<file path="src/rtl/uart_apb_fifo_if.sv">
`default_nettype none
// ============================================================================
// Module      : uart_apb_fifo_if
// Description : APB3 slave bus bundle for the uart_apb_fifo peripheral.
// Revision    : 1.0 - initial release
// ============================================================================
interface uart_apb_fifo_if;
    logic       PSEL;
    logic       PENABLE;
    logic       PWRITE;
    logic [4:0] PADDR;
    logic [7:0] PWDATA;
    logic [7:0] PRDATA;
    logic       PREADY;
    logic       PSLVERR;

    modport master (
        output PSEL, PENABLE, PWRITE, PADDR, PWDATA,
        input  PRDATA, PREADY, PSLVERR
    );

    modport slave (
        input  PSEL, PENABLE, PWRITE, PADDR, PWDATA,
        output PRDATA, PREADY, PSLVERR
    );
endinterface
`default_nettype wire

</file>
<file path="src/rtl/uart_apb_fifo.sv">
`default_nettype none
// ============================================================================
// Module      : uart_apb_fifo
// Description : APB3 UART with TX/RX FIFOs, 16x oversampling, optional parity.
//               Define UART_APB_FIFO_IRQ_EN to build the IRQEN/IRQ logic.
// Revision    : 1.0 - initial release
// ============================================================================
module uart_apb_fifo #(
    parameter int          FIFO_DEPTH = 16,
    parameter logic [12:0] RST_BAUD   = 13'd0
) (
    input  wire logic      PCLK,
    input  wire logic      PRESETN,
    uart_apb_fifo_if.slave apb,
    input  wire logic      RX,
    output logic           TX,
    output logic           TXRDY,
    output logic           RXRDY,
    output logic           IRQ
);
    localparam int c_AW = $clog2(FIFO_DEPTH);
    localparam int c_CW = c_AW + 1;

    localparam logic [2:0] c_REG_TXDATA = 3'd0;
    localparam logic [2:0] c_REG_RXDATA = 3'd1;
    localparam logic [2:0] c_REG_BAUDLO = 3'd2;
    localparam logic [2:0] c_REG_CTRL   = 3'd3;
    localparam logic [2:0] c_REG_STATUS = 3'd4;
    localparam logic [2:0] c_REG_LEVEL  = 3'd5;
    localparam logic [2:0] c_REG_IRQEN  = 3'd6;

    typedef enum logic [2:0] {
        S_IDLE   = 3'd0,
        S_START  = 3'd1,
        S_DATA   = 3'd2,
        S_PARITY = 3'd3,
        S_STOP   = 3'd4
    } state_t;

    logic [12:0] r_div, r_bcnt;
    logic        r_pen, r_odd;
    logic        r_tx_ovf, r_frm_err, r_ovf, r_par_err;
    logic [7:0]  r_prdata;
    logic [7:0]  r_tx_mem [FIFO_DEPTH];
    logic [7:0]  r_rx_mem [FIFO_DEPTH];
    logic [c_AW-1:0] r_tx_wp, r_tx_rp, r_rx_wp, r_rx_rp;
    logic [c_CW-1:0] r_tx_cnt, r_rx_cnt;
    state_t      r_tx_st, w_tx_st_n, r_rx_st, w_rx_st_n;
    logic [3:0]  r_tx_tc, w_tx_tc_n, r_rx_tc, w_rx_tc_n;
    logic [2:0]  r_tx_bit, w_tx_bit_n, r_rx_bit, w_rx_bit_n;
    logic [7:0]  r_tx_byte, r_rx_sh, w_rx_sh_n;
    logic [1:0]  r_rx_sync;
    logic        r_rx_prev;

    logic        w_wr, w_setup_rd, w_acc_rd, w_stat_wr, w_div_wr, w_tick;
    logic [2:0]  w_reg;
    logic        w_tx_full, w_tx_empty, w_tx_pop, w_tx_push, w_tx_done;
    logic        w_rx_full, w_rx_empty, w_rx_pop, w_rx_push, w_rx_push_req;
    logic        w_set_perr, w_set_frm, w_rx_in, w_fall;
    logic [7:0]  w_status, w_level, w_rdata, w_irqen_rd;
    logic [8:0]  w_rx_cnt9;
    logic        w_unused;

    assign w_reg      = apb.PADDR[4:2];
    assign w_unused   = ^apb.PADDR[1:0];
    assign w_wr       = apb.PSEL & apb.PENABLE & apb.PWRITE;
    assign w_setup_rd = apb.PSEL & ~apb.PENABLE & ~apb.PWRITE;
    assign w_acc_rd   = apb.PSEL & apb.PENABLE & ~apb.PWRITE;
    assign w_stat_wr  = w_wr && (w_reg == c_REG_STATUS);
    assign w_div_wr   = w_wr && ((w_reg == c_REG_BAUDLO) || (w_reg == c_REG_CTRL));
    assign w_tick     = (r_bcnt == r_div);

    assign w_tx_full  = (r_tx_cnt == c_CW'(FIFO_DEPTH));
    assign w_tx_empty = (r_tx_cnt == '0);
    assign w_rx_full  = (r_rx_cnt == c_CW'(FIFO_DEPTH));
    assign w_rx_empty = (r_rx_cnt == '0);
    assign w_tx_done  = w_tx_empty && (r_tx_st == S_IDLE);
    // A pop in the same cycle frees a slot, so a push into a full FIFO still lands.
    assign w_tx_push  = w_wr && (w_reg == c_REG_TXDATA) && (!w_tx_full || w_tx_pop);
    assign w_rx_pop   = w_acc_rd && (w_reg == c_REG_RXDATA) && !w_rx_empty;
    assign w_rx_push  = w_rx_push_req && (!w_rx_full || w_rx_pop);

    assign TXRDY       = ~w_tx_full;
    assign RXRDY       = ~w_rx_empty;
    assign apb.PRDATA  = r_prdata;
    assign apb.PREADY  = 1'b1;
    assign apb.PSLVERR = 1'b0;

    assign w_rx_cnt9 = 9'(r_rx_cnt);
    assign w_level   = (w_rx_cnt9 > 9'd255) ? 8'hFF : w_rx_cnt9[7:0];
    assign w_status  = {1'b0, r_tx_ovf, w_tx_done, r_frm_err, r_ovf, r_par_err, RXRDY, TXRDY};

    always_comb begin
        w_rdata = 8'h00;
        case (w_reg)
            c_REG_RXDATA: w_rdata = r_rx_mem[r_rx_rp];
            c_REG_BAUDLO: w_rdata = r_div[7:0];
            c_REG_CTRL:   w_rdata = {r_div[12:8], 1'b0, r_odd, r_pen};
            c_REG_STATUS: w_rdata = w_status;
            c_REG_LEVEL:  w_rdata = w_level;
            c_REG_IRQEN:  w_rdata = w_irqen_rd;
            default:      w_rdata = 8'h00;
        endcase
    end

    always_ff @(posedge PCLK or negedge PRESETN) begin
        if (!PRESETN) begin
            r_div     <= RST_BAUD;
            r_bcnt    <= 13'd0;
            r_pen     <= 1'b0;
            r_odd     <= 1'b0;
            r_tx_ovf  <= 1'b0;
            r_frm_err <= 1'b0;
            r_ovf     <= 1'b0;
            r_par_err <= 1'b0;
            r_prdata  <= 8'h00;
        end else begin
            if (w_wr && (w_reg == c_REG_BAUDLO)) r_div[7:0] <= apb.PWDATA;
            if (w_wr && (w_reg == c_REG_CTRL)) begin
                r_div[12:8] <= apb.PWDATA[7:3];
                r_odd       <= apb.PWDATA[1];
                r_pen       <= apb.PWDATA[0];
            end
            if (w_div_wr || w_tick) r_bcnt <= 13'd0;
            else                    r_bcnt <= r_bcnt + 13'd1;
            // Set wins over a simultaneous write-1-to-clear.
            r_tx_ovf  <= (r_tx_ovf  & ~(w_stat_wr & apb.PWDATA[6]))
                       | (w_wr && (w_reg == c_REG_TXDATA) && w_tx_full && !w_tx_pop);
            r_frm_err <= (r_frm_err & ~(w_stat_wr & apb.PWDATA[4])) | w_set_frm;
            r_ovf     <= (r_ovf     & ~(w_stat_wr & apb.PWDATA[3]))
                       | (w_rx_push_req && w_rx_full && !w_rx_pop);
            r_par_err <= (r_par_err & ~(w_stat_wr & apb.PWDATA[2])) | w_set_perr;
            if (w_setup_rd && !((w_reg == c_REG_RXDATA) && w_rx_empty)) r_prdata <= w_rdata;
        end
    end

    always_ff @(posedge PCLK) begin
        if (w_tx_push) r_tx_mem[r_tx_wp] <= apb.PWDATA;
        if (w_rx_push) r_rx_mem[r_rx_wp] <= r_rx_sh;
    end

    always_ff @(posedge PCLK or negedge PRESETN) begin
        if (!PRESETN) begin
            r_tx_wp <= '0; r_tx_rp <= '0; r_tx_cnt <= '0;
            r_rx_wp <= '0; r_rx_rp <= '0; r_rx_cnt <= '0;
        end else begin
            if (w_tx_push) r_tx_wp <= r_tx_wp + c_AW'(1);
            if (w_tx_pop)  r_tx_rp <= r_tx_rp + c_AW'(1);
            if (w_rx_push) r_rx_wp <= r_rx_wp + c_AW'(1);
            if (w_rx_pop)  r_rx_rp <= r_rx_rp + c_AW'(1);
            case ({w_tx_push, w_tx_pop})
                2'b10:   r_tx_cnt <= r_tx_cnt + c_CW'(1);
                2'b01:   r_tx_cnt <= r_tx_cnt - c_CW'(1);
                default: r_tx_cnt <= r_tx_cnt;
            endcase
            case ({w_rx_push, w_rx_pop})
                2'b10:   r_rx_cnt <= r_rx_cnt + c_CW'(1);
                2'b01:   r_rx_cnt <= r_rx_cnt - c_CW'(1);
                default: r_rx_cnt <= r_rx_cnt;
            endcase
        end
    end

    always_ff @(posedge PCLK or negedge PRESETN) begin
        if (!PRESETN) begin
            r_tx_st   <= S_IDLE;
            r_tx_tc   <= 4'd0;
            r_tx_bit  <= 3'd0;
            r_tx_byte <= 8'h00;
            r_rx_st   <= S_IDLE;
            r_rx_tc   <= 4'd0;
            r_rx_bit  <= 3'd0;
            r_rx_sh   <= 8'h00;
            // Cleared to 0 so a line already low at release is not seen as a start edge.
            r_rx_sync <= 2'b00;
            r_rx_prev <= 1'b0;
        end else begin
            r_tx_st   <= w_tx_st_n;
            r_tx_tc   <= w_tx_tc_n;
            r_tx_bit  <= w_tx_bit_n;
            if (w_tx_pop) r_tx_byte <= r_tx_mem[r_tx_rp];
            r_rx_st   <= w_rx_st_n;
            r_rx_tc   <= w_rx_tc_n;
            r_rx_bit  <= w_rx_bit_n;
            r_rx_sh   <= w_rx_sh_n;
            r_rx_sync <= {r_rx_sync[0], RX};
            r_rx_prev <= r_rx_sync[1];
        end
    end

    always_comb begin
        w_tx_st_n  = r_tx_st;
        w_tx_tc_n  = r_tx_tc;
        w_tx_bit_n = r_tx_bit;
        w_tx_pop   = 1'b0;
        if (r_tx_st == S_IDLE) begin
            w_tx_tc_n = 4'd0;
            if (w_tick && !w_tx_empty) begin
                w_tx_pop  = 1'b1;
                w_tx_st_n = S_START;
            end
        end else if (w_tick) begin
            w_tx_tc_n = r_tx_tc + 4'd1;
            if (r_tx_tc == 4'd15) begin
                case (r_tx_st)
                    S_START: begin
                        w_tx_st_n  = S_DATA;
                        w_tx_bit_n = 3'd0;
                    end
                    S_DATA: begin
                        if (r_tx_bit == 3'd7) w_tx_st_n = r_pen ? S_PARITY : S_STOP;
                        else                  w_tx_bit_n = r_tx_bit + 3'd1;
                    end
                    S_PARITY: w_tx_st_n = S_STOP;
                    default: begin
                        w_tx_pop  = !w_tx_empty;
                        w_tx_st_n = w_tx_empty ? S_IDLE : S_START;
                    end
                endcase
            end
        end
    end

    always_comb begin
        TX = 1'b1;
        case (r_tx_st)
            S_START:  TX = 1'b0;
            S_DATA:   TX = r_tx_byte[r_tx_bit];
            S_PARITY: TX = ^r_tx_byte ^ r_odd;
            default:  TX = 1'b1;
        endcase
    end

    assign w_rx_in = r_rx_sync[1];
    assign w_fall  = r_rx_prev & ~r_rx_sync[1];

    always_comb begin
        w_rx_st_n     = r_rx_st;
        w_rx_tc_n     = r_rx_tc;
        w_rx_bit_n    = r_rx_bit;
        w_rx_sh_n     = r_rx_sh;
        w_rx_push_req = 1'b0;
        w_set_perr    = 1'b0;
        w_set_frm     = 1'b0;
        case (r_rx_st)
            S_IDLE: begin
                w_rx_tc_n = 4'd0;
                if (w_fall) w_rx_st_n = S_START;
            end
            S_START: if (w_tick) begin
                w_rx_tc_n = r_rx_tc + 4'd1;
                // Eighth tick is mid start bit; a high line here is a glitch.
                if (r_rx_tc == 4'd7) begin
                    w_rx_tc_n  = 4'd0;
                    w_rx_bit_n = 3'd0;
                    w_rx_st_n  = w_rx_in ? S_IDLE : S_DATA;
                end
            end
            default: if (w_tick) begin
                w_rx_tc_n = r_rx_tc + 4'd1;
                if (r_rx_tc == 4'd15) begin
                    case (r_rx_st)
                        S_DATA: begin
                            w_rx_sh_n = {w_rx_in, r_rx_sh[7:1]};
                            if (r_rx_bit == 3'd7) w_rx_st_n = r_pen ? S_PARITY : S_STOP;
                            else                  w_rx_bit_n = r_rx_bit + 3'd1;
                        end
                        S_PARITY: begin
                            w_set_perr = (w_rx_in != (^r_rx_sh ^ r_odd));
                            w_rx_st_n  = S_STOP;
                        end
                        default: begin
                            w_rx_push_req = 1'b1;
                            w_set_frm     = ~w_rx_in;
                            w_rx_st_n     = S_IDLE;
                        end
                    endcase
                end
            end
        endcase
    end

`ifdef UART_APB_FIFO_IRQ_EN
    logic [3:0] r_irqen;
    logic       r_irq;

    always_ff @(posedge PCLK or negedge PRESETN) begin
        if (!PRESETN) begin
            r_irqen <= 4'd0;
            r_irq   <= 1'b0;
        end else begin
            if (w_wr && (w_reg == c_REG_IRQEN)) r_irqen <= apb.PWDATA[3:0];
            r_irq <= |(r_irqen & {r_frm_err, r_ovf, w_tx_done, RXRDY});
        end
    end

    assign w_irqen_rd = {4'b0000, r_irqen};
    assign IRQ        = r_irq;
`else
    assign w_irqen_rd = 8'h00;
    assign IRQ        = 1'b0;
`endif
endmodule
`default_nettype wire

</file>
<file path="src/flat_wrapper.sv">
// flat-port wrapper written by rule: the top's interface ports become plain ports
module uart_apb_fifo_flat 
#(
    parameter int          FIFO_DEPTH = 16,
    parameter logic [12:0] RST_BAUD   = 13'd0
)
  (PCLK, PRESETN, RX, TX, TXRDY, RXRDY, IRQ, apb_PSEL, apb_PENABLE, apb_PWRITE, apb_PADDR, apb_PWDATA, apb_PRDATA, apb_PREADY, apb_PSLVERR);
  uart_apb_fifo_if apb_i ();
  input  wire logic PCLK;
  input  wire logic PRESETN;
  input  wire logic RX;
  output logic TX;
  output logic TXRDY;
  output logic RXRDY;
  output logic IRQ;
  input wire logic [$bits(apb_i.PSEL)-1:0] apb_PSEL;
  input wire logic [$bits(apb_i.PENABLE)-1:0] apb_PENABLE;
  input wire logic [$bits(apb_i.PWRITE)-1:0] apb_PWRITE;
  input wire logic [$bits(apb_i.PADDR)-1:0] apb_PADDR;
  input wire logic [$bits(apb_i.PWDATA)-1:0] apb_PWDATA;
  output wire logic [$bits(apb_i.PRDATA)-1:0] apb_PRDATA;
  output wire logic [$bits(apb_i.PREADY)-1:0] apb_PREADY;
  output wire logic [$bits(apb_i.PSLVERR)-1:0] apb_PSLVERR;
  assign apb_i.PSEL = apb_PSEL;
  assign apb_i.PENABLE = apb_PENABLE;
  assign apb_i.PWRITE = apb_PWRITE;
  assign apb_i.PADDR = apb_PADDR;
  assign apb_i.PWDATA = apb_PWDATA;
  assign apb_PRDATA = apb_i.PRDATA;
  assign apb_PREADY = apb_i.PREADY;
  assign apb_PSLVERR = apb_i.PSLVERR;
  uart_apb_fifo #(.FIFO_DEPTH(FIFO_DEPTH), .RST_BAUD(RST_BAUD)) u_core (.PCLK(PCLK), .PRESETN(PRESETN), .apb(apb_i), .RX(RX), .TX(TX), .TXRDY(TXRDY), .RXRDY(RXRDY), .IRQ(IRQ));
endmodule
</file>
<file path="config.mk">
export PLATFORM = sky130hd
export DESIGN_NAME = uart_apb_fifo_flat
export DESIGN_NICKNAME = d
export VERILOG_FILES = /design/src/rtl/uart_apb_fifo_if.sv /design/src/rtl/uart_apb_fifo.sv /design/src/flat_wrapper.sv
export SDC_FILE = /design/constraint.sdc
export NUM_CORES = 1
export LEC_CHECK = 0
export ABC_AREA = 0
export CAP_MARGIN = 0
export CELL_PAD_IN_SITES_DETAIL_PLACEMENT = 2
export CELL_PAD_IN_SITES_GLOBAL_PLACEMENT = 2
export CORE_UTILIZATION = 42
export CTS_CLUSTER_SIZE = 14
export DETAILED_ROUTE_END_ITERATION = 12
export GPL_ROUTABILITY_DRIVEN = 0
export PLACE_DENSITY_LB_ADDON = 0.3
export RECOVER_POWER = 50
export SYNTH_ARGS = -nofsm -noshare
export SYNTH_HDL_FRONTEND = slang
export SYNTH_SLANG_ARGS = --single-unit
</file>
<file path="constraint.sdc">
create_clock -name PCLK -period 3.4 [get_ports PCLK]
set_input_delay 0.51 -clock PCLK [delete_from_list [all_inputs] [get_ports PCLK]]
set_output_delay 0.51 -clock PCLK [all_outputs]
set_load 0.01 [all_outputs]
</file>
# == Word-level counts from Yosys, hierarchy flattened ==
# Memory sizes are Yosys's and may differ from the RTL's. A register that Yosys moved wholly into a read port is not among the register bits.
# Index checks and enable logic that the tools add are counted.
# word_totals
ff_bits,97
ramBits,256
out_inout_bits,14
memories,2
# memory_table
memory,words,width,rd,rd_ports_with_merged_regs,wr,line,source
u_core.r_rx_mem,16,8,1,0,1,uart_apb_fifo.sv:45,logic [7:0] r_rx_mem [FIFO_DEPTH];
u_core.r_tx_mem,16,8,1,1,1,uart_apb_fifo.sv:44,logic [7:0] r_tx_mem [FIFO_DEPTH];
# classes
addsub,13
n_lt_le_gt_ge,2
n_eq_ne,32
n_mux,61
bitwise_logic,32
reduce_logical,54
# op_table
operator,count
$mux 3,19
$pmux 8 s5,1
$add 4x1->4 const B,6
$pmux 3 s2,4
$mux 1,23
$mux 4,5
$pmux 5 s2,2
$eq 3x2->1 const B,6
$logic_and 1x1->1,17
$reduce_bool 2->1,8
$reduce_xor 8->1,2
$and 1x1->1,14
$add 13x1->13 const B,1
$eq 13x13->1,1
$mux 13,1
$eq 3x3->1 const B,4
$not 1->1,12
$reduce_and 6->1,2
$add 5x1->5 const B,2
$eq 5x5->1 const B,2
$logic_not 5->1,2
$sub 5x1->5 const B,2
$eq 3x1->1 const B,3
$logic_not 3->1,3
other kinds (28),52

# == Longest topological paths before layout ==
# Gate-level depths: netlist (run 1).
# logic_depth
word_depth,10
ltp_mapped,15
ltp_nobuf,13

# == Worst setup path before layout (run 1) ==
# Ideal clock, no wire load.
# synth_timing
kind,register -> register
start,reg u_core.r_tx_cnt[2]
end,reg u_core.r_tx_cnt[4]
t_arrival_ns,3.232
slack_ns,0.089
path_stages_with_launch,16
period_less_slack_ns,3.311
cell_sequence,dfrtp_1 -> buf_2 -> or4_1 -> o22ai_1 -> nor2_1 -> buf_2 -> o21ai_0 -> ha_1 -> clkbuf_1 -> xor2_1 -> ha_1 -> a21o_1 -> nand2_1 -> a21o_1 -> a31oi_1 -> xor2_1
# synth_between
elab_chain_len,10
# synth_rtl
element,line,source
"start, declared",uart_apb_fifo.sv:47,"logic [c_CW-1:0] r_tx_cnt, r_rx_cnt;"
"start signal, assigned",uart_apb_fifo.sv:152,2'b10: r_tx_cnt <= r_tx_cnt + c_CW'(1);
"start signal, assigned",uart_apb_fifo.sv:153,2'b01: r_tx_cnt <= r_tx_cnt - c_CW'(1);
"start signal, assigned",uart_apb_fifo.sv:154,default: r_tx_cnt <= r_tx_cnt;
$logic_not 5->1 (*),uart_apb_fifo.sv:74,assign w_tx_empty = (r_tx_cnt == '0);
$logic_not 1->1 (*),"uart_apb_fifo.sv:198, uart_apb_fifo.sv:216",
$mux 1,uart_apb_fifo.sv:205,case (r_tx_st)
$mux 1,uart_apb_fifo.sv:204,if (r_tx_tc == 4'd15) begin
$mux 1,uart_apb_fifo.sv:202,end else if (w_tick) begin
$mux 1 (*),uart_apb_fifo.sv:196,if (r_tx_st == S_IDLE) begin
net u_core.w_tx_pop,uart_apb_fifo.sv:57,"logic w_tx_full, w_tx_empty, w_tx_pop, w_tx_push, w_tx_done;"
$logic_or 1x1->1,uart_apb_fifo.sv:79,assign w_tx_push = w_wr && (w_reg == c_REG_TXDATA) && (!w_tx_full || w_tx_pop);
$logic_and 1x1->1,uart_apb_fifo.sv:79,
$eq 2x1->1 or $eq 2x2->1 (tied branches),uart_apb_fifo.sv:151,"case ({w_tx_push, w_tx_pop})"
$pmux 5 s2 or $reduce_bool 2->1 (tied branches),--,
# The timed path passes the listed nets; every way through them passes the cells marked *.
# A chain may end at the register's enable or synchronous reset.

# == Worst setup path in the final report (run 1) ==
# layout_timing
start,reg u_core.r_bcnt[0]
end,reg u_core.r_rx_cnt[4]
# layout_between
elab_chain_len,6
# layout_rtl
element,line,source
"start, declared",uart_apb_fifo.sv:40,"logic [12:0] r_div, r_bcnt;"
"start signal, assigned",uart_apb_fifo.sv:125,else r_bcnt <= r_bcnt + 13'd1;
$eq 13x13->1 (*),uart_apb_fifo.sv:71,assign w_tick = (r_bcnt == r_div);
$mux 1 (*),uart_apb_fifo.sv:259,default: if (w_tick) begin
$mux 1 (*),uart_apb_fifo.sv:245,case (r_rx_st)
$logic_and 1x1->1 (*),uart_apb_fifo.sv:81,assign w_rx_push = w_rx_push_req && (!w_rx_full || w_rx_pop);
$eq 2x1->1 or $eq 2x2->1 (tied branches),uart_apb_fifo.sv:156,"case ({w_rx_push, w_rx_pop})"
$pmux 5 s2 or $reduce_bool 2->1 (tied branches),--,
"end signal, assigned",uart_apb_fifo.sv:157,2'b10: r_rx_cnt <= r_rx_cnt + c_CW'(1);
"end signal, assigned",uart_apb_fifo.sv:158,2'b01: r_rx_cnt <= r_rx_cnt - c_CW'(1);
"end signal, assigned",uart_apb_fifo.sv:159,default: r_rx_cnt <= r_rx_cnt;
"end, declared",uart_apb_fifo.sv:47,
# Every way passes the cells marked *; elsewhere a longest branch is shown, timed or not.

==> impl_metrics.ini, run 1 <==
[worst_setup_path]
reg2reg_to = u_core.r_rx_cnt[4]
critPathCaptureType = flop
required_ps = 3880
critPathKind = flop to flop
cp_common_cell = a21o_1
path_cells = xor2_1 -> nor4_4 -> nand4_1 -> nor2b_2 -> buf_4 -> fa_1 -> a21o_1 -> a21o_1 -> or2_2 -> mux2i_2 -> xnor2_1
critPathBufInv = 1
arrival_ps = 3730
critical_path.max_fanout = 5
r2r_slack_ps = 150
slowest_delay_ps = 460
r2r_cells = 11
r2r-start = u_core.r_bcnt[0]
crit_slowest_cell = fa_1
critPathTopFamily = simple AND/OR/NAND/NOR gates
critPathLaunchType = flop

[logic_synthesis]
yosys.cell_count.top_type = edfxtp_1
synthTopCellsByArea = edfxtp_1, dfrtp_1, mux4_2, mux2_2, ha_1
synth_area_leader_cell = edfxtp_1
synth_area_sq_mm = 0.0158
syn_avg_cell_area_sq_um = 16.2
yosysWarnings = 0
synth_edf_count = 256
ys_async_sr_fraction_pct = 29.1
ys_seq_area_share_pct = 65.4
synthFlopType = edfxtp_1
syn_inst = 971
yosysUniqueCellTypes = 63
synth_seq_cells = 361
synth_top_area_share_pct = 48.8
synthTopCellsByCount = edfxtp_1, dfrtp_1, mux4_2

[sta]
finalMaxSlewViolations = 0
fin_crit_sh_pct = 95.7
report.final.setup_viol = 0
finalHoldViolCount = 0
skew_ps = 25.2
worstMarginPinSlew_ps = 1480
min_period_ps = 3250
fin_ws_ps = 146
clock.fmax_mhz = 307
slew_headroom_pct = 1.26

[clocking]
htree_levels = 2
cts-root-buf = clkbuf_16
cts.path.max_buffers = 3
clock_sinks = 361
clk_pin_slew_worst_paths_ps = 60
clock_latency_ps = 570
numCtsBuffers = 41
cts_tree = yes

[place]
hpwl_um = 28300
dp_slack_ps = 57.8
portBuffers = 27

[route]
drc_errors = 0
drt_iter0_markers = 488
wl_per_cell_um = 27.1
wl_um = 42200
detail-route-antenna-nets = 0
vias = 8978
via_per_inst = 5.76
drtPass1Iterations = 5

[power]
max-vdd-ir-drop_mv = 0.400
power_mw = 11.7
p_per_area_mw_per_mm2 = 635
p_leak_nw = 7.05

[final_layout]
drive_above_1_share_pct = 23.6
nets = 1100
syn_to_final_growth_pct = 16.5

[floorplanning]
start_util_pct = 42.9
row_count = 70
io_pins = 33
die_x_um = 196
core_area_sq_mm = 0.0368
dieArea_sq_mm = 0.0383
die_h_um = 196

[hold_path]
min_from = u_core.r_rx_sync[0]
worstHoldPathCells = 0
worstHoldEndpoint = u_core.r_rx_sync[1]
hp-class = flop to flop

[outcome]
status = completed

[job]
cap_viol_max_count = 0

[global_route]
overflow = 0
antenna_found_initial = 0
grt_start_max_net_pins = 44
grt_first_pass_wirelength_um = 65000
grt_pass1_vias = 10069
track_usage_pct = 23.0
==> metrics by stage <==
step | util (%) | std cells | TNS, ps | area, sq um | hold slack (ps)
after CTS | 50.0 | 1557 | 0 | 18400 | 356
after global routing | 49.9 | 1557 | -14.4 | 18400 | 375
after floorplan | - | 972 | 0 | 15800 | 214
after detailed placement | 46.3 | 1481 | 0 | 17000 | 345
final | 50.0 | 1558 | 0 | 18400 | 357
after global placement | 46.3 | 1481 | 0 | 17000 | 343
==> where the power goes <==
| group | internal (mW) | leakage [nW] | switching (mW) |
|---|---|---|---|
| Combinational | 0.925 | 2.40 | 1.04 |
| Clock | 2.65 | 0.648 | 1.80 |
| Sequential | 4.91 | 4.01 | 0.350 |
| Total | 8.48 | 7.05 | 3.19 |
==> cell usage in the layout (no fill, tap or decap), types with 9 or more instances in the layout <==
| cell | n |
|---|---|
| edfxtp_1 | 256 |
| dfrtp_1 | 103 |
| mux4_2 | 80 |
| buf_4 | 51 |
| nand2_1 | 45 |
| clkbuf_16 | 43 |
| nor2_1 | 38 |
| mux2_2 | 34 |
| xor2_1 | 30 |
| inv_1 | 29 |
| xnor2_1 | 29 |
| nand3_1 | 27 |
| ha_1 | 23 |
| a21oi_1 | 21 |
| nor3_1 | 19 |
| o21ai_0 | 17 |
| clkdlybuf4s50_1 | 17 |
| and2_1 | 16 |
| mux2i_1 | 15 |
| clkbuf_1 | 14 |
| nor4_1 | 13 |
| dlygate4sd3_1 | 10 |
| buf_12 | 10 |
| a22oi_1 | 9 |
==> state kept, by name, indices dropped and copies added, names as in the netlist, 2 cells and up <==
signal	flops
u_core.r_rx_rp	4
u_core.apb.PRDATA	8
u_core.r_rx_cnt	5
u_core.r_div	13
u_core.r_tx_wp	4
u_core.r_rx_sync	2
u_core.r_tx_tc	4
u_core.r_tx_mem	128
u_core.r_rx_tc	4
u_core.r_tx_rp	4
u_core.r_tx_byte	8
u_core.r_rx_sh	8
u_core.r_rx_mem	128
u_core.r_rx_wp	4
u_core.r_tx_st	3
u_core.r_bcnt	13
u_core.r_rx_st	3
u_core.r_tx_cnt	5
u_core.r_tx_bit	3
u_core.r_rx_bit	3
==> kinds of logic after synthesis <==
logic type                 count (synthesis)  share of synthesized area [%]
other                                      2                         0.0476
adders and majority gates                 24                           1.95
and+or+nand+nor                          213                           7.31
AOI/OAI and AO/OA                         94                           4.12
muxes                                    138                           15.6
DFF                                      361                           65.4
xor gates and xnor gates                  60                           3.42
buffers and inverters                     79                           2.10
==> final cells by class <==
cell class,count,area (sq um)
diodes,1,2.50
clock buffers,56,1130
clock inverters,19,203
fillers,3343,18400
inverters,29,109
multi-input cells,532,5150
flip-flops and latches,361,10300
well taps,468,586
repair buffers,92,871
==> repair_timing <==
action / in CTS / in global routing
endpoints found under the hold margin: 41 / 0
gates resized for setup: 0 / 4
hold buffers: 1 / 0
buffers inserted: 0 / 0
setup endpoints to repair: 0 / 2
==> worst register-to-register path: cells and delay by family (launching register included) <==
family / cells / cell delay [ps]
compound gates: 2 / 360
xor+xnor: 2 / 360
fa+ha+maj: 1 / 460
buf+inv: 1 / 150
flops: 1 / 440
mux: 1 / 210
simple gates: 4 / 1200
==> worst max-delay path by stage <==
stage,from,to,depth (start not counted)
2_1_floorplan,u_core.r_tx_cnt[2],u_core.r_tx_cnt[4],15
3_3_place_gp,apb_PADDR[4],u_core.r_rx_cnt[4],10
3_5_place_dp,apb_PADDR[4],u_core.r_rx_mem[9][5],8
4_1_cts,u_core.r_bcnt[0],u_core.r_rx_cnt[4],11
5_1_grt,u_core.r_rx_tc[0],u_core.r_rx_cnt[4],12
6_report,u_core.r_bcnt[0],u_core.r_rx_cnt[4],11
==> per-layer routing <==
layer	global-route usage [%]	vias to the layer above	part of all wire [%]
met1	29.4	4838	42
met5	0	-	0
li1	-	3949	-
met2	40.8	124	53
met4	7.87	0	2.5
met3	2.63	67	2.8
(Power assumes the default switching activity.)
==> inputs of run 2 (changes only) <==
SETUP_SLACK_MARGIN = 0.1   (was unset)
==> impl_metrics.ini, run 2 (same netlist as run 1, synthesis figures left out) <==
[hold_path]
hp-class = input port to asynchronous set/reset pin

[global_route]
top_usage_layer = met2
antenna_found_initial = 1
overflow = 0
met3_usage_pct = 2.91
track_usage_pct = 23.3
grt_first_pass_wirelength_um = 65800
grt_start_max_net_pins = 54
grt.met2_usage_pct = 41.7
grt_pass1_vias = 10037
grtUsageMet1_pct = 29.5

[place]
placed_area_sq_mm = 0.0170
portBuffers = 27
hpwl_um = 28900

[job]
cap_viol_max_count = 1

[clocking]
postCtsSetupBuffers = 0
clock_sinks = 361
clock_latency_ps = 550
htree_levels = 2
cts_hold_buf = 0
cts_tree = yes
cts.path.max_buffers = 3
cts-root-buf = clkbuf_16
post_cts_resized = 0
numCtsBuffers = 41
clk_pin_slew_worst_paths_ps = 60

[worst_setup_path]
r2r_slack_ps = 280
arrival_ps = 2640
r2r_cells = 12
required_ps = 2890
crit_start = u_core.r_tx_byte[3]
r2r-start = u_core.r_rx_tc[1]
critical_path.max_fanout = 3
critPathKind = flop to output port
critPathLaunchType = flop
critPathCaptureType = output port

[final_layout]
layout_commonest_cell = edfxtp_1
nFillCells = 3354
final_cell_mix = edfxtp_1, dfrtp_1, mux4_2, buf_4, nand2_1
nets = 1099
syn_to_final_growth_pct = 16.8
num_antenna_cells = 0
drive_above_1_share_pct = 24.8
reg_top3 = u_core.r_rx_mem (128), u_core.r_tx_mem (128)
fin_area_sq_mm = 0.0184

[sta]
skew_ps = 19.3
rsz0062_at_grt = true
report.final.setup_viol = 0
clock.fmax_mhz = 317
min_period_ps = 3150
worstMarginPinSlew_ps = 1580
tns_ps = 0
finalMaxSlewViolations = 54
slew_headroom_pct = -5.14
finalHoldViolCount = 0
fin_crit_sh_pct = 92.7

[outcome]
violations = max-capacitance violations, max-slew violations
status = finished with violations

[route]
vias = 8950
drt_iter0_markers = 572
drc_errors = 0
wl_per_cell_um = 27.9
via_per_inst = 5.75
wl_um = 43400
detail-route-antenna-nets = 0
drtPass1Iterations = 4

[floorplanning]
die_x_um = 196
io_pins = 33
die_h_um = 196
start_util_pct = 42.9
row_count = 70
dieArea_sq_mm = 0.0383
core_area_sq_mm = 0.0368

[power]
p_leak_nw = 7.08
max-vdd-ir-drop_mv = 0.403
p_per_area_mw_per_mm2 = 650
run 2: cell count changes in the layout (fill, tap and decap cells not counted), sizes merged:
cell | previous run | this run
inv | 30 | 31
clkinvlp | 1 | 3
clkdlybuf4s50 | 17 | 16
buf | 61 | 59
clkbuf | 60 | 64
clkinv | 13 | 8
diode | 1 | 0
run 2: path summary, 6_finish.rpt:
kind / to
worst max-delay path: TX
worst min-delay path: u_core.r_tx_wp[0]
worst max register to register: u_core.r_rx_cnt[4]
worst min register to register: u_core.r_rx_sync[1]
max in group asynchronous: u_core.r_rx_tc[0]
min in group PCLK: u_core.r_rx_sync[1]
run 2: area by class of cell:
| type | instances | area [sq um] | area share [%] |
|---|---|---|---|
| Multi-Input combinational cell | 532 | 5180 | 28.1 |
| Clock buffer | 58 | 1210 | 6.59 |
| Timing Repair Buffer | 91 | 793 | 4.31 |
| Tap cell | 468 | 586 | 3.18 |
| Inverter | 29 | 109 | 0.591 |
| Clock inverter | 17 | 209 | 1.14 |
| Sequential cell | 361 | 10300 | 56.1 |
run 2: worst max-delay path, cell delays in order, from the launching register on:
cell and delay, ps:
dfrtp_1 420, xor2_1 230, xnor3_1 450, xnor2_1 210, a21oi_1 100, o21ai_0 150, clkdlybuf4s50_1 550
run 2: through the flow:
stage	total power [mW]	utilization [%]	setup slack [ps]	cells	hold WS [ps]
2_1_floorplan	6.61	-	188	972	214
3_3_place_gp	7.22	46.1	225	1481	336
3_5_place_dp	7.34	46.1	34.7	1481	339
4_1_cts	12.0	50.0	173	1556	54.4
5_1_grt	12.4	50.0	89.9	1556	352
6_report	12.0	50.0	248	1556	350
run 2: report_power, final:
part	internal [mW]	total [mW]	switching, mW
combinational	0.942	2.01	1.07
sequential	4.91	5.31	0.399
clock	2.80	4.65	1.85
run 2: routing by layer:
layer,vias up,wire (um)
li1,3925,-
met5,-,0
met4,0,1230
met3,79,1340
met2,180,22800
met1,4766,18000
==> inputs of run 3 (changes only) <==
PLACE_DENSITY = 0.73   (was unset)
PLACE_DENSITY_LB_ADDON = unset   (was 0.3)
==> impl_metrics.ini, run 3 (same netlist as run 1, synthesis figures left out) <==
[final_layout]
fin_cells = 1555
regArea_sq_mm = 0.0103
multi_input_area_sq_mm = 0.00514
syn_to_final_growth_pct = 15.2
nFillCells = 3334
nets = 1098
layout_commonest_cell = edfxtp_1
final_cell_mix = edfxtp_1, dfrtp_1, mux4_2, buf_4, nand2_1
drive_above_1_share_pct = 22.7
reg_top3 = u_core.r_rx_mem (128), u_core.r_tx_mem (128)

[route]
wl_um = 40600
vias = 8894
detail-route-antenna-nets = 0
via_per_inst = 5.72
drc_errors = 0
drt_iter0_markers = 599
drtPass1Iterations = 5
wl_per_cell_um = 26.1

[global_route]
track_usage_pct = 22.0
grt_start_max_net_pins = 47
grt_pass1_vias = 9946
antenna_found_initial = 2
grt_first_pass_wirelength_um = 62600
overflow = 0

[worst_setup_path]
critical_path.max_fanout = 5
critPathCaptureType = flop
slowest_delay_ps = 450
critPathKind = flop to flop
cp_common_cell = a21o_1
critPathLaunchType = flop
arrival_ps = 3610
crit_slowest_cell = dfrtp_1
required_ps = 3860
path_cells = xor2_1 -> nor4_2 -> nand4_1 -> nor2b_1 -> buf_4 -> fa_1 -> a21o_1 -> a21o_1 -> or2_2 -> mux2i_1 -> xnor2_1

[sta]
finalMaxSlewViolations = 0
skew_ps = 20.6
slew_headroom_pct = 9.32
min_period_ps = 3150
clock.fmax_mhz = 318
holdWs_ps = 350
worstMarginPinSlew_ps = 1360
rsz0062_at_grt = true
finalHoldViolCount = 0
report.final.setup_viol = 0
fin_crit_sh_pct = 92.5
tns_ps = 0

[clocking]
cts.path.max_buffers = 3
cts-root-buf = clkbuf_16
htree_levels = 2
postCtsSetupBuffers = 0
clk_pin_slew_worst_paths_ps = 60
clock_sinks = 361
cts_tree = yes
numCtsBuffers = 40
clock_latency_ps = 550

[power]
max-vdd-ir-drop_mv = 0.373
p_leak_nw = 6.96
power_mw = 11.2
p_per_area_mw_per_mm2 = 617

[floorplanning]
core_area_sq_mm = 0.0368
die_h_um = 196
die_x_um = 196
dieArea_sq_mm = 0.0383
start_util_pct = 42.9
row_count = 70
io_pins = 33

[place]
hpwl_um = 28100
portBuffers = 27
dpl.cell_count = 1480

[hold_path]
hp-class = flop to flop

[job]
cap_viol_max_count = 0

[outcome]
status = completed
-- run 3: repair_timing --
item,CTS,global route
hold buffers,1,0
gates resized for setup,0,3
hold endpoints to repair,7,0
endpoints found under the setup margin,0,3
-- run 3: through the flow --
stage / utilization (%) / instance area, sq um / setup slack (ps)
final: 49.4 / 18200 / 254
after global routing: 49.4 / 18200 / 55.2
after CTS: 49.4 / 18200 / 142
after detailed placement: 46.2 / 17000 / 152
after global placement: 46.2 / 17000 / 268
after floorplan: - / 15800 / 188
-- run 3: power by group --
part | switching, mW | internal, mW | total, mW | leakage, nW
Combinational | 0.973 | 0.932 | 1.91 | 2.39
Clock | 1.74 | 2.25 | 3.99 | 0.574
Sequential | 0.396 | 4.91 | 5.31 | 4.01
Total | 3.11 | 8.09 | 11.2 | 6.96
-- run 3: final timing paths --
check / end / slack, ps / depth (start not counted) / start
max reg2reg: u_core.r_rx_cnt[4] / 250 / 11 / u_core.r_bcnt[0]
min reg2reg: u_core.r_rx_sync[1] / 350 / 0 / u_core.r_rx_sync[0]
min in group asynchronous: u_core.r_tx_byte[6] / 770 / 2 / PRESETN
min: u_core.r_rx_sync[1] / 350 / 0 / u_core.r_rx_sync[0]
max: u_core.r_rx_cnt[4] / 250 / 11 / u_core.r_bcnt[0]
max in group asynchronous: u_core.r_rx_sh[7] / 760 / 3 / PRESETN
-- run 3: cell type report --
type                    count  share of cell area (%)
clock inverters            17                   0.496
flip-flops and latches    361                    56.8
well taps                 468                    3.22
diodes                      1                  0.0138
clock buffers              56                    6.01
repair buffers             91                    4.57
inverters                  29                   0.599
multi-input cells         532                    28.3
-- run 3: layer usage --
layer	vias to the layer above	wire, um	GRT usage, %
met5	-	13	0
met4	2	1230	7.44
met3	75	1250	3.08
met2	160	21000	38.7
met1	4720	17100	28.0
li1	3937	-	-
-- run 3: worst max-delay path, delay by kind of cell, from the launching register on --
kind | cells | cell delay (ps)
buf+inv | 1 | 150
compound gates | 2 | 350
mux | 1 | 180
simple gates | 4 | 1160
fa+ha+maj | 1 | 450
xor+xnor | 2 | 320
flops | 1 | 450
